--- src/rtl/ahb_slave_decoder_mux.sv ---
// AHB-Lite decoder and response multiplexer for one output port: three mapped slaves plus a
// default slave, with a wait-state watchdog that aborts a stalled slave with an ERROR response.
module ahb_slave_decoder_mux #(
  parameter logic [31:0] S0_BASE        = 32'h0000_0000,
  parameter logic [31:0] S0_MASK        = 32'hE000_0000,
  parameter logic [31:0] S1_BASE        = 32'h2000_0000,
  parameter logic [31:0] S1_MASK        = 32'hE000_0000,
  parameter logic [31:0] S2_BASE        = 32'h4000_0000,
  parameter logic [31:0] S2_MASK        = 32'hF000_0000,
  parameter int unsigned TIMEOUT_CYCLES = 16
) (
  input  logic        HCLK,
  input  logic        HRESET,
  input  logic [31:0] HADDR,
  input  logic [1:0]  HTRANS,
  input  logic        HREADY,
  output logic        HSEL_S0,
  output logic        HSEL_S1,
  output logic        HSEL_S2,
  output logic        HSEL_DEF,
  input  logic        HREADYOUT_S0,
  input  logic        HREADYOUT_S1,
  input  logic        HREADYOUT_S2,
  input  logic        HREADYOUT_DEF,
  input  logic [1:0]  HRESP_S0,
  input  logic [1:0]  HRESP_S1,
  input  logic [1:0]  HRESP_S2,
  input  logic [1:0]  HRESP_DEF,
  input  logic [31:0] HRDATA_S0,
  input  logic [31:0] HRDATA_S1,
  input  logic [31:0] HRDATA_S2,
  output logic        HREADY_OUT,
  output logic [1:0]  HRESP_OUT,
  output logic [31:0] HRDATA_OUT,
  output logic        TIMEOUT_EVT
);

  typedef enum logic [1:0] {
    ST_NORMAL = 2'd0,
    ST_ERR1   = 2'd1,
    ST_ERR2   = 2'd2
  } wd_state_t;

  localparam logic [7:0] LAST_CNT  = 8'(TIMEOUT_CYCLES - 1);
  localparam logic [1:0] RESP_OKAY = 2'b00;
  localparam logic [1:0] RESP_ERR  = 2'b01;

  // Address-phase decode
  logic [2:0]  w_match;
  logic [3:0]  w_hsel;

  assign w_match[0] = ((HADDR & S0_MASK) == S0_BASE);
  assign w_match[1] = ((HADDR & S1_MASK) == S1_BASE);
  assign w_match[2] = ((HADDR & S2_MASK) == S2_BASE);

  assign w_hsel[0] = w_match[0];
  assign w_hsel[1] = !w_match[0] && w_match[1];
  assign w_hsel[2] = !w_match[0] && !w_match[1] && w_match[2];
  assign w_hsel[3] = !(|w_match);

  assign HSEL_S0  = w_hsel[0];
  assign HSEL_S1  = w_hsel[1];
  assign HSEL_S2  = w_hsel[2];
  assign HSEL_DEF = w_hsel[3];

  // Data-phase state
  logic [3:0]  r_dsel;
  logic        r_dtrans;
  wd_state_t   r_state;
  wd_state_t   w_state_next;
  logic [7:0]  r_cnt;
  logic [7:0]  w_cnt_next;

  always_ff @(posedge HCLK) begin
    if (HRESET) begin
      r_dsel   <= 4'b0000;
      r_dtrans <= 1'b0;
      r_state  <= ST_NORMAL;
      r_cnt    <= 8'd0;
    end else begin
      r_state <= w_state_next;
      r_cnt   <= w_cnt_next;
      if (HREADY) begin
        r_dsel   <= w_hsel;
        r_dtrans <= HTRANS[1];
      end
    end
  end

  // Slave response mux; no selection (after reset) behaves as an idle, ready bus
  logic        w_slv_ready;
  logic [1:0]  w_slv_resp;
  logic [31:0] w_slv_rdata;

  always_comb begin
    w_slv_ready = 1'b1;
    w_slv_resp  = RESP_OKAY;
    w_slv_rdata = 32'd0;
    unique case (r_dsel)
      4'b0001: begin
        w_slv_ready = HREADYOUT_S0;
        w_slv_resp  = HRESP_S0;
        w_slv_rdata = HRDATA_S0;
      end
      4'b0010: begin
        w_slv_ready = HREADYOUT_S1;
        w_slv_resp  = HRESP_S1;
        w_slv_rdata = HRDATA_S1;
      end
      4'b0100: begin
        w_slv_ready = HREADYOUT_S2;
        w_slv_resp  = HRESP_S2;
        w_slv_rdata = HRDATA_S2;
      end
      4'b1000: begin
        w_slv_ready = HREADYOUT_DEF;
        w_slv_resp  = HRESP_DEF;
        w_slv_rdata = 32'd0;
      end
      default: ;
    endcase
  end

  logic w_stall;
  logic w_fire;

  assign w_stall = r_dtrans && !w_slv_ready;

  // Once the counter is at its last value the abort fires even if the slave readies now;
  // a zero count (only reachable at LAST_CNT when the limit is 1) still needs a real stall.
  assign w_fire = (r_state == ST_NORMAL) && r_dtrans && (r_cnt == LAST_CNT) &&
                  (w_stall || (r_cnt != 8'd0));

  always_comb begin
    w_state_next = r_state;
    w_cnt_next   = r_cnt;
    HREADY_OUT   = w_slv_ready;
    HRESP_OUT    = w_slv_resp;
    HRDATA_OUT   = w_slv_rdata;
    unique case (r_state)
      ST_NORMAL: begin
        if (w_fire) begin
          w_state_next = ST_ERR1;
          w_cnt_next   = 8'd0;
          HREADY_OUT   = 1'b0;
          HRESP_OUT    = RESP_OKAY;
          HRDATA_OUT   = 32'd0;
        end else if (w_stall) begin
          w_cnt_next = r_cnt + 8'd1;
        end else begin
          w_cnt_next = 8'd0;
        end
      end
      ST_ERR1: begin
        w_state_next = ST_ERR2;
        w_cnt_next   = 8'd0;
        HREADY_OUT   = 1'b0;
        HRESP_OUT    = RESP_ERR;
        HRDATA_OUT   = 32'd0;
      end
      ST_ERR2: begin
        w_state_next = ST_NORMAL;
        w_cnt_next   = 8'd0;
        HREADY_OUT   = 1'b1;
        HRESP_OUT    = RESP_ERR;
        HRDATA_OUT   = 32'd0;
      end
      default: begin
        w_state_next = ST_NORMAL;
        w_cnt_next   = 8'd0;
      end
    endcase
  end

  assign TIMEOUT_EVT = w_fire;

  logic w_unused;
  assign w_unused = HTRANS[0];

endmodule
--- config.mk ---
export PLATFORM = sky130hd
export DESIGN_NAME = ahb_slave_decoder_mux
export DESIGN_NICKNAME = d
export VERILOG_FILES = /design/src/rtl/ahb_slave_decoder_mux.sv
export SDC_FILE = /design/constraint.sdc
export NUM_CORES = 1
export LEC_CHECK = 0
export ABC_AREA = 0
export CAP_MARGIN = 20
export CORE_UTILIZATION = 29
export CTS_BUF_LIST = sky130_fd_sc_hd__clkbuf_4 sky130_fd_sc_hd__clkbuf_8
export DETAILED_ROUTE_END_ITERATION = 8
export HOLD_SLACK_MARGIN = 0.03
export PLACE_DENSITY = 0.95
export SLEW_MARGIN = 20
export SYNTH_ARGS = -nofsm -noshare
export SYNTH_HDL_FRONTEND = slang
export SYNTH_SLANG_ARGS = --single-unit
--- constraint.sdc ---
create_clock -name HCLK -period 3.1 [get_ports HCLK]
set_input_delay 0.465 -clock HCLK [delete_from_list [all_inputs] [get_ports HCLK]]
set_output_delay 0.465 -clock HCLK [all_outputs]
set_load 0.05 [all_outputs]
==> results.md <==
* Outcome: complete, no violations
* RePlAce Congestion at 0.816
* Fin cells at 398
* Hold endpoint: r_cnt[0]$_SDFF_PP0_
* Area growth, synth to finish at 130%
* Final ANT Viol Nets at 0
* Slew Limit Fails at 0
* CP bufs+invs at 3
* Final Hold Vio Count at 0
* Worst Setup End Kind: output pin
* Fraction of layout cells with a size suffix above 1 at 0.157
* Slowest-stage cell, CP: dfxtp_1
* Placed Area at 3430 sq um
* Sequential-to-total area share from yosys stat at 0.199
* Setup Fix Bufs, Post-CTS at 0
* Final min period at 2.88 ns
* Mapped Cells at 186
* Clock Skews at 0.00437 ns
* Post-route design area at 3470 sq um
* #FFs+latches synth at 15
* Die H at 74.1 microns
* Syn_nets at 337
* Leak at 1.21 nW
* Total of max-cap violations at 0
* # IOs at 185
* Setup TNS at 0 ns
* Worst Path Required at 2.63 ns
* Largest net degree at the start of global routing at 35
* Worst hold path cell count at 1
* DRT Pass-1 Iters at 6
* RSZ-0062 raised after global routing: no
* Detail Placement HPWL at 5780 microns
* Die area at 5500 sq um
* Hold Crit Class: flip-flop to flip-flop
* Power per cell area at 182 nW/um^2
* TritonCTS Buffers at 3
* CTS H-tree lvls at 1
* Final cycle utilization of the critical path at 0.930
* RR Endpoint: r_cnt[3]$_SDFF_PP0_
* Die span in x at 74.1 microns
* Core Footprint at 4850 sq um
* DRC Markers at 0
* Mean number of vias per cell at 5.54
* DP Cell Count at 394
* Most common cell in the netlist: nor2_1
* Post-synth EDFFs at 0
* Synth warnings at 0
* Internal reg-to-reg setup slack at 1.33 ns
* Peak supply drop at 0.000237 V
* DR iter-0 viols at 233
* Drt total wl at 7280 microns
* Clock Pin Slew Worst Setup and Hold Paths at 0.06 ns
* Fmax at 347 MHz
* Finish-stage setup viols at 0
* Initial antenna violation count at 0
* CTS hold repair buffers at 0
* Final nets at 483
* Largest cells by area after synthesis: a222oi_1 22%, dfxtp_1 20%, nor2_1 11%, ha_1 5.0%, mux2i_1 4.0%
* GRT Residual Overflow at 0
* Clk buf depth at 2
* Standard-cell rows at 25
* Synth cell count leaders: 44 x nor2_1, 33 x a222oi_1, 15 x dfxtp_1
* Syn Area/Cell at 8.11 sq um
* Antenna Cells at 0
* Synth top area share at 0.219
* CP arrival at 2.42 ns
* CP Class: flip-flop to output pin
* Cell family contributing the most delay on the critical path: buffers and inverters
* CP max FO at 32
* Via Count at 2206
* Worst Reg2Reg Path Length in Cells at 4
* I/O Buffers at 155
* Netlist cell types at 38
* Vias in the first global route at 2148
* Worst-Skew Late Latency at 0.25 ns
* Slew HR at 0.582
* First-pass GRT wire length at 10400 microns
* Hold wc startpoint: r_cnt[0]$_SDFF_PP0_
* Post-synth top area cell: a222oi_1
* CTS tree: done
* Initial core utilization at 0.311
* Root Driver: clkbuf_8
* R2R Path Start: r_dsel[2]$_SDFFE_PP0P_
* Routed len/inst at 18.3 microns
* Synthesized cell area at 1510 sq um
* Slew @ Worst Pin at 0.625 ns
* Synth Flop Type: dfxtp_1
* Fraction of registers with async set/reset at 0
* Clock Sinks at 15
* Post-CTS sizing at 0
* Worst path max stage delay at 0.63 ns
* All-Layer GR Usage at 0.245
* Critical path launch point type: flip-flop
* Worst path cell trace: inv_2, nor4_4, buf_4, a222oi_1, nor2_1, buf_12
* Overall Power at 0.000632 W
## worst max path at each step
stage,startpoint,to,slack (ns),cells past startpoint
6_report,r_dsel[0]$_SDFFE_PP0P_,HRDATA_OUT[22],0.22,6
4_1_cts,r_dsel[0]$_SDFFE_PP0P_,HRDATA_OUT[22],0.22,6
3_3_place_gp,HADDR[31],HSEL_S2,0.48,3
2_1_floorplan,r_cnt[0]$_SDFF_PP0_,HRDATA_OUT[0],0.50,7
5_1_grt,r_dsel[0]$_SDFFE_PP0P_,HRDATA_OUT[28],0.08,6
3_5_place_dp,HADDR[31],HSEL_S2,0.44,3
## registers in the layout, summed over array words and instances, names as in the netlist
signal	flops
r_dsel	4
r_dtrans	1
r_cnt	8
r_state	2
## logic make-up after synthesis
family,share of synthesized area
AND/OR/NAND/NOR,0.284
AO/OA/AOI/OAI,0.303
buffers and inverters,0.0837
flip-flops,0.199
XOR/XNOR,0.0406
multiplexers,0.0398
adder cells (fa/ha/maj),0.0497
## area by class of cell
type | instances | area, sq um
multi-input combinational | 144 | 1090
inverter | 9 | 33.8
clock buffer | 3 | 41.3
fill | 325 | 1380
clock inverter | 1 | 5.00
timing repair buffer | 159 | 1920
tap | 67 | 83.8
sequential | 15 | 300
## metal layers
layer | wire length (microns) | up-vias | part of all wire | GRT usage
li1 | - | 1025 | - | -
met3 | 777 | 15 | 0.11 | 0.0718
met5 | 0 | - | 0 | 0
met1 | 2490 | 1037 | 0.34 | 0.260
met2 | 3830 | 129 | 0.53 | 0.460
met4 | 185 | 0 | 0.025 | 0.0855
## metrics by stage
| step | hold slack (ns) | utilization | setup WS, ns |
|---|---|---|---|
| detailed placement | 0.508 | 0.707 | 0.440 |
| global placement | 0.487 | 0.707 | 0.476 |
| global route | 0.568 | 0.716 | 0.0780 |
| floorplan | 0.468 | - | 0.498 |
| CTS | 0.518 | 0.716 | 0.224 |
| finish | 0.518 | 0.716 | 0.217 |
## layout by cell type (no fill, tap or decap), drive strengths merged
master,Yosys,layout
a31oi,1,1
a211o,3,3
a211oi,2,2
ha,6,6
dfxtp,15,15
a22o,1,1
buf,14,39
o2bb2ai,1,1
inv,9,9
nor3,9,9
nor4b,3,3
nor4,2,2
and2,1,1
a221oi,1,1
nand4,1,1
xnor2,4,4
or2,1,1
clkbuf,4,3
and4,1,1
o311ai,1,1
nand2,2,2
nor3b,1,1
nand2b,1,1
a222oi,33,33
xor2,3,3
a21oi,1,1
clkinv,0,1
o21ai,2,2
and3,2,2
mux2i,6,6
nand3b,7,7
nand3,3,3
nor2,44,44
o21a,1,1
clkdlybuf4s50,0,120
## worst register-to-register path: cells and delay by family (launching register included)
kind / cells / cell delay [ns]
and+or+nand+nor: 2 / 0.23
DFF: 1 / 0.67
AOI/OAI and AO/OA: 1 / 0.51
xor gates and xnor gates: 1 / 0.22
## power by group
group / total [W] / leakage, nW / switching [W] / internal, W
clock: 0.000157 / 0.0255 / 0.0000678 / 0.0000890
sequential: 0.000205 / 0.121 / 0.00000965 / 0.000196
combinational: 0.000270 / 1.06 / 0.0000966 / 0.000173
total: 0.000632 / 1.21 / 0.000174 / 0.000458
(Power assumes the default switching activity.)
